File: src/rtl/demux_1xn_reg_if.sv
// Request-path bundle between the panel encoder and the demux.
// The master drives the strobe, address and clears, and the slave returns the channel state.
interface demux_1xn_reg_if #(
   parameter int N     = 8,
   parameter int SEL_W = 3
);
   logic [SEL_W-1:0] Sel;
   logic             E;
   logic [N-1:0]     Clr;
   logic [N-1:0]     Out;
   logic [SEL_W:0]   Pending;
   logic             Any;
   logic             Err;

   modport master (
      output Sel, E, Clr,
      input  Out, Pending, Any, Err
   );

   modport slave (
      input  Sel, E, Clr,
      output Out, Pending, Any, Err
   );
endinterface

File: src/rtl/demux_1xn_reg.sv
// Registered 1xN request demux: sticky per-floor request bits (MODE=0) or one-cycle one-hot strobes (MODE=1).
// Pending and Any are decoded from the Out register only, so they never lead or lag it.
module demux_1xn_reg #(
   parameter int N     = 8,
   parameter int SEL_W = 3,
   parameter int MODE  = 0
) (
   input  logic                clk,
   input  logic                reset,
   demux_1xn_reg_if.slave      bus
);
   localparam logic [SEL_W:0] N_W = (SEL_W+1)'(N);

   logic             in_range;
   logic             hit;
   logic [N-1:0]     sel_onehot;
   logic [N-1:0]     out_q;
   logic [N-1:0]     out_d;
   logic             err_q;
   logic [SEL_W:0]   pend_cnt;

   // Widened compare stays correct when N == 2**SEL_W.
   assign in_range = ({1'b0, bus.Sel} < N_W);
   assign hit      = bus.E & in_range;

   always_comb begin
      sel_onehot = '0;
      for (int i = 0; i < N; i++) begin
         if (hit && (bus.Sel == SEL_W'(i))) sel_onehot[i] = 1'b1;
      end
   end

   // Set wins over a same-cycle clear, so the OR comes after the mask.
   always_comb begin
      out_d = sel_onehot;
      if (MODE == 0) out_d = (out_q & ~bus.Clr) | sel_onehot;
   end

   always_ff @(posedge clk) begin
      if (reset) begin
         out_q <= '0;
         err_q <= 1'b0;
      end else begin
         out_q <= out_d;
         err_q <= bus.E & ~in_range;
      end
   end

   always_comb begin
      pend_cnt = '0;
      for (int i = 0; i < N; i++) begin
         pend_cnt = pend_cnt + (SEL_W+1)'(out_q[i]);
      end
   end

   assign bus.Out     = out_q;
   assign bus.Pending = pend_cnt;
   assign bus.Any     = |out_q;
   assign bus.Err     = err_q;
endmodule

File: src/flat_wrapper.sv
// flat-port wrapper written by rule: the top's interface ports become plain ports
module demux_1xn_reg_flat 
#(
   parameter int N     = 8,
   parameter int SEL_W = 3,
   parameter int MODE  = 0
)
  (clk, reset, bus_Sel, bus_E, bus_Clr, bus_Out, bus_Pending, bus_Any, bus_Err);
  demux_1xn_reg_if #(.N(N), .SEL_W(SEL_W)) bus_i ();
  input  logic clk;
  input  logic reset;
  input wire logic [$bits(bus_i.Sel)-1:0] bus_Sel;
  input wire logic [$bits(bus_i.E)-1:0] bus_E;
  input wire logic [$bits(bus_i.Clr)-1:0] bus_Clr;
  output wire logic [$bits(bus_i.Out)-1:0] bus_Out;
  output wire logic [$bits(bus_i.Pending)-1:0] bus_Pending;
  output wire logic [$bits(bus_i.Any)-1:0] bus_Any;
  output wire logic [$bits(bus_i.Err)-1:0] bus_Err;
  assign bus_i.Sel = bus_Sel;
  assign bus_i.E = bus_E;
  assign bus_i.Clr = bus_Clr;
  assign bus_Out = bus_i.Out;
  assign bus_Pending = bus_i.Pending;
  assign bus_Any = bus_i.Any;
  assign bus_Err = bus_i.Err;
  demux_1xn_reg #(.N(N), .SEL_W(SEL_W), .MODE(MODE)) u_core (.clk(clk), .reset(reset), .bus(bus_i));
endmodule
File: config.mk
export PLATFORM = sky130hd
export DESIGN_NAME = demux_1xn_reg_flat
export DESIGN_NICKNAME = d
export VERILOG_FILES = /design/src/rtl/demux_1xn_reg_if.sv /design/src/rtl/demux_1xn_reg.sv /design/src/flat_wrapper.sv
export SDC_FILE = /design/constraint.sdc
export NUM_CORES = 1
export LEC_CHECK = 0
export ABC_AREA = 1
export ABC_CLOCK_PERIOD_IN_PS = 9600
export CAP_MARGIN = 5
export CORE_AREA = 2 2 39 41
export DETAILED_ROUTE_END_ITERATION = 16
export DIE_AREA = 0 0 41 43
export DONT_BUFFER_PORTS = 1
export HOLD_SLACK_MARGIN = 0.15
export PLACE_DENSITY = 0.6
export SKIP_LAST_GASP = 1
export SLEW_MARGIN = 10
export SYNTH_ARGS = -nofsm -noshare
export SYNTH_HDL_FRONTEND = slang
export SYNTH_SLANG_ARGS = --single-unit
File: constraint.sdc
create_clock -name clk -period 9.6 [get_ports clk]
set_clock_uncertainty 0.05 [all_clocks]
set_input_delay 1.92 -clock clk [delete_from_list [all_inputs] [get_ports clk]]
set_output_delay 1.92 -clock clk [all_outputs]
set_load 0.1 [all_outputs]
**Word level (Yosys, flattened, before mapping)**

Cells that the tools add are included.

- Register bits after elaboration: 8
- Bits of input ports: 14
- Word-level logic and storage cells: 36

- Add/subtract/negate cells: 7
- Equality and inequality tests: 7
- Mux-type cells: 8
- Bitwise gates (word level): 3
- Reduce and logical (&&, ||, !) cells: 10

Operator list:

| cell | number |
|---|---|
| adder 4 x 1 -> 4 bit | 6 |
| == test 3 bit, second input constant | 4 |
| AND 8 bit | 1 |
| logical AND 1 bit | 8 |
| 2-to-1 mux 1 bit | 8 |
| NOT 8 bit | 1 |
| bitwise OR 8 bit | 1 |
| OR reduction 8 bit | 1 |
| == test 3 x 2 -> 1 bit, second input constant | 2 |
| == test 3 x 1 -> 1 bit, second input constant | 1 |
| logical NOT 3 bit | 1 |
| adder 1 x 1 -> 2 bit | 1 |

**Longest topological paths before layout**

- Depth in word-level cells: 7
- Gate-level depth with buffers: 9

**Least setup slack after synthesis**

No wires, ideal clock.

- Kind: reg-to-output
- From: register u_core.out_q[0] (netlist: u_core.bus.Out[0])
- To: output port bus_Pending[2]
- Arrival time: 4.674 ns
- Required time: 7.630 ns
- Slack: 2.956 ns
- Stages on the path, launching flop included: 9
- Path through: dfxtp_1 inv_1 ha_1 inv_1 fa_1 fa_1 fa_1 fa_1 xnor2_1

- Word-level cells in the longest chain between the ends: 7

RTL lines:

| what | RTL line | text |
|---|---|---|
| start: declaration | demux_1xn_reg.sv:17 | `logic [N-1:0] out_q;` |
| start signal: assignment | demux_1xn_reg.sv:44 | `out_q <= out_d;` |
| adder 1 x 1 -> 2 bit | demux_1xn_reg.sv:52 | `pend_cnt = pend_cnt + (SEL_W+1)'(out_q[i]);` |
| adder 4 x 1 -> 4 bit (6 in series) | demux_1xn_reg.sv:52 |  |
| end: declaration | flat_wrapper.sv:16 | `output wire logic [$bits(bus_i.Pending)-1:0] bus_Pending;` |

No other way between the ends.

**Final worst setup path**

- From: register u_core.out_q[0] (netlist: u_core.bus.Out[0])
- To: output port bus_Pending[1]

The elaborated chain is that of the path after synthesis.

==> impl_metrics.yaml <==
status:
  outcome: "finished, final reports clean"
die:
  io_pins: 28
  dieHeight_um: 43
  die_area_mm2: 0.00176
  die_w_um: 41
  start_util_pct: 42.9
  core_area_mm2: 0.00138
  count_of_standard_cell_rows: 14
placed_design:
  place_inst: 99
  placed_area_um2: 621
  port_buffers: 0
  dp.final_hpwl_um: 958
  finalWeightedCongestion: 0.704
detailed_routing:
  wl_um: 1080
  drtPass1Iterations: 2
  viasPerCell: 4.59
  drt-initial-drc-count: 8
  drt_drc_violations_left: 0
  via_count: 468
  route.detailed.wl_per_inst_um: 10.6
  antenna_violating_nets_post_route: 0
finish:
  largest_register_ff_count: 8
  final_util_pct: 46.5
  area_delta_synth_final_pct: 8.21
  finish.net_count: 110
  final_layout_size_suffix_gt1_share_pct: 16.3
  final_instance_count_excl_fillers: 102
  antennaDiodeCount: 0
  postLayoutCellArea_um2: 643
worst_setup_path:
  critical_path_peak_fanout: 4
  critical_path_arrival_ps: 4130
  worst_r2r_startpoint: "u_core.bus.Out[7]"
  timing.rr.end: "u_core.bus.Out[7]"
  timing_worst_setup_path_type: "flop to output pin"
  end_kind: "output pin"
  critical_path_required_ps: 7630
  r2r_cells: 4
  setup.worst_path.start_class: "flop"
  regToRegSetupSlack_ps: 8000
  startpoint: "u_core.bus.Out[0]"
timing:
  maxSlewViolCount: 0
  finalHoldViolations: 0
  number_of_setup_violations_in_the_final_report: 0
  totalNegativeSetupSlack_ps: 0
  final_period_minus_worst_setup_slack_ps: 6100
  min_period_over_period_pct: 63.5
  grt_setup_unrepaired: "false"
  fin_hold_ws_ps: 903
  worstMarginPinSlew_ps: 1090
  worst_slew_margin_rel_pct: 27.6
  max_freq_mhz: 164
power:
  max-vdd-ir-drop_v: 0.0000532
  clockPowerShare_pct: 28.6
  power_leakage_nw: 0.318
  power.density_cell_area_mw_per_mm2: 136
  seq_power_share_pct: 46.7
  swShare_pct: 41.0
  switching_power_w: 0.0000358
  combinationalPowerShare_pct: 24.7
  internal_power_w: 0.0000516
cts:
  post_cts.resized_instances: 0
  cts_tree: "built"
  postCtsHoldBufs: 0
  deepest_level_of_the_cts_h_tree: 1
  cts-root-to-sink-buffers: 2
  post-cts-setup-buffers: 0
  cts.sink_count: 8
  clk_latency_ps: 250
  numCtsBuffers: 3
  clkSlewWorstSetupHoldPaths_ps: 50
  cts_root_buf: "clkbuf_4"
min_path:
  hold_path_startpoint: "u_core.bus.Out[0]"
  hold_path.class: "flop to flop"
  min_delay_worst_endpoint: "u_core.bus.Out[0]"
  worst_hold_path.num_cells: 2
yosys:
  synthCells: 84
  synth_top_cell_by_area: "dfxtp_1"
  dominantRegCellSynth: "dfxtp_1"
  ys_top_cells_by_count: "24 x inv_1, 20 x nand2_1, 8 x dfxtp_1"
  most_area_consuming_cells_after_synthesis: "dfxtp_1 27%, inv_1 15%, fa_1 13%"
  synth-edff-count: 0
  netlist.area_leader.share_pct: 26.9
  async_flop_share_pct: 0
  ys_seq_elements: 8
  yosysSeqAreaShare_pct: 26.9
  synth.avg_cell_area_um2: 7.08
  yosys_warnings: 0
  synth_cell_type_count: 16
  syn-cell-area_um2: 594
  syn-num-nets: 106
  synth.most_common_cell: "inv_1"
global_routing:
  grt_first_pass_wirelength_um: 1630
  residual_overflow_from_global_routing: 0
  all_layer_global_routing_usage_pct: 14.0
  maximum_number_of_pins_on_one_net_before_global_route_repair: 9
  initial_antenna_violation_count: 0
  number_of_global_route_vias_before_repair: 439
job:
  max-cap-violations: 0
==> area by class of cell <==
cell class                 instances  area (um2)
sequential                         8         160
timing repair buffer               1        7.51
tap                               16        20.0
clock buffer                       3        22.5
multi-input combinational         48         335
inverter                          26        97.6
fill                             161         741
==> how the worst max path moves through the flow <==
| stage | to |
|---|---|
| 5_1_grt | bus_Pending[1] |
| 2_1_floorplan | bus_Pending[2] |
| 4_1_cts | bus_Pending[1] |
| 3_5_place_dp | bus_Pending[1] |
| 6_report | bus_Pending[1] |
| 3_3_place_gp | bus_Pending[1] |
==> power by group through the flow <==
stage	sequential [W]	combinational, W	clock, W
CTS	0.0000408	0.0000218	0.0000260
floorplan	0.0000412	0.0000213	0
detailed placement	0.0000415	0.0000218	0
global route	0.0000410	0.0000233	0.0000267
finish	0.0000408	0.0000216	0.0000250
global placement	0.0000415	0.0000215	0
==> per-layer routing <==
layer	routed length [um]	global-route usage (%)	vias to the layer above
met5	0	0	-
met4	29	12.0	0
met3	91	2.09	4
met2	534	21.9	21
met1	428	15.4	200
li1	-	-	243
==> cell families after synthesis <==
group | share of synthesized area [%]
other | 0.631
buffers and inverters | 18.5
adders and majority gates | 21.9
AOI/OAI and AO/OA | 9.89
and+or+nand+nor | 20.6
DFF | 26.9
xor gates and xnor gates | 1.47
==> worst max-delay path: stages (launching register included) <==
cell,delay (ps)
dfxtp_1,990
inv_1,110
ha_1,310
inv_1,40
fa_1,500
fa_1,440
fa_1,430
fa_1,440
inv_1,610
==> cells in the final DEF (no fill, tap or decap), types with 3 or more instances in the layout <==
| master | synthesis | final |
|---|---|---|
| a21oi_2 | 5 | 5 |
| clkbuf_4 | 0 | 3 |
| dfxtp_1 | 8 | 8 |
| fa_1 | 4 | 4 |
| ha_1 | 4 | 4 |
| inv_1 | 24 | 24 |
| nand2_1 | 20 | 20 |
| nor2_1 | 7 | 7 |
==> through the flow <==
stage,setup slack [ps],power [W]
after floorplan,2960,0.0000625
after global placement,3810,0.0000629
after detailed placement,3740,0.0000633
after CTS,3480,0.0000886
after global routing,3380,0.0000910
final,3500,0.0000874
(Power assumes the default switching activity.)
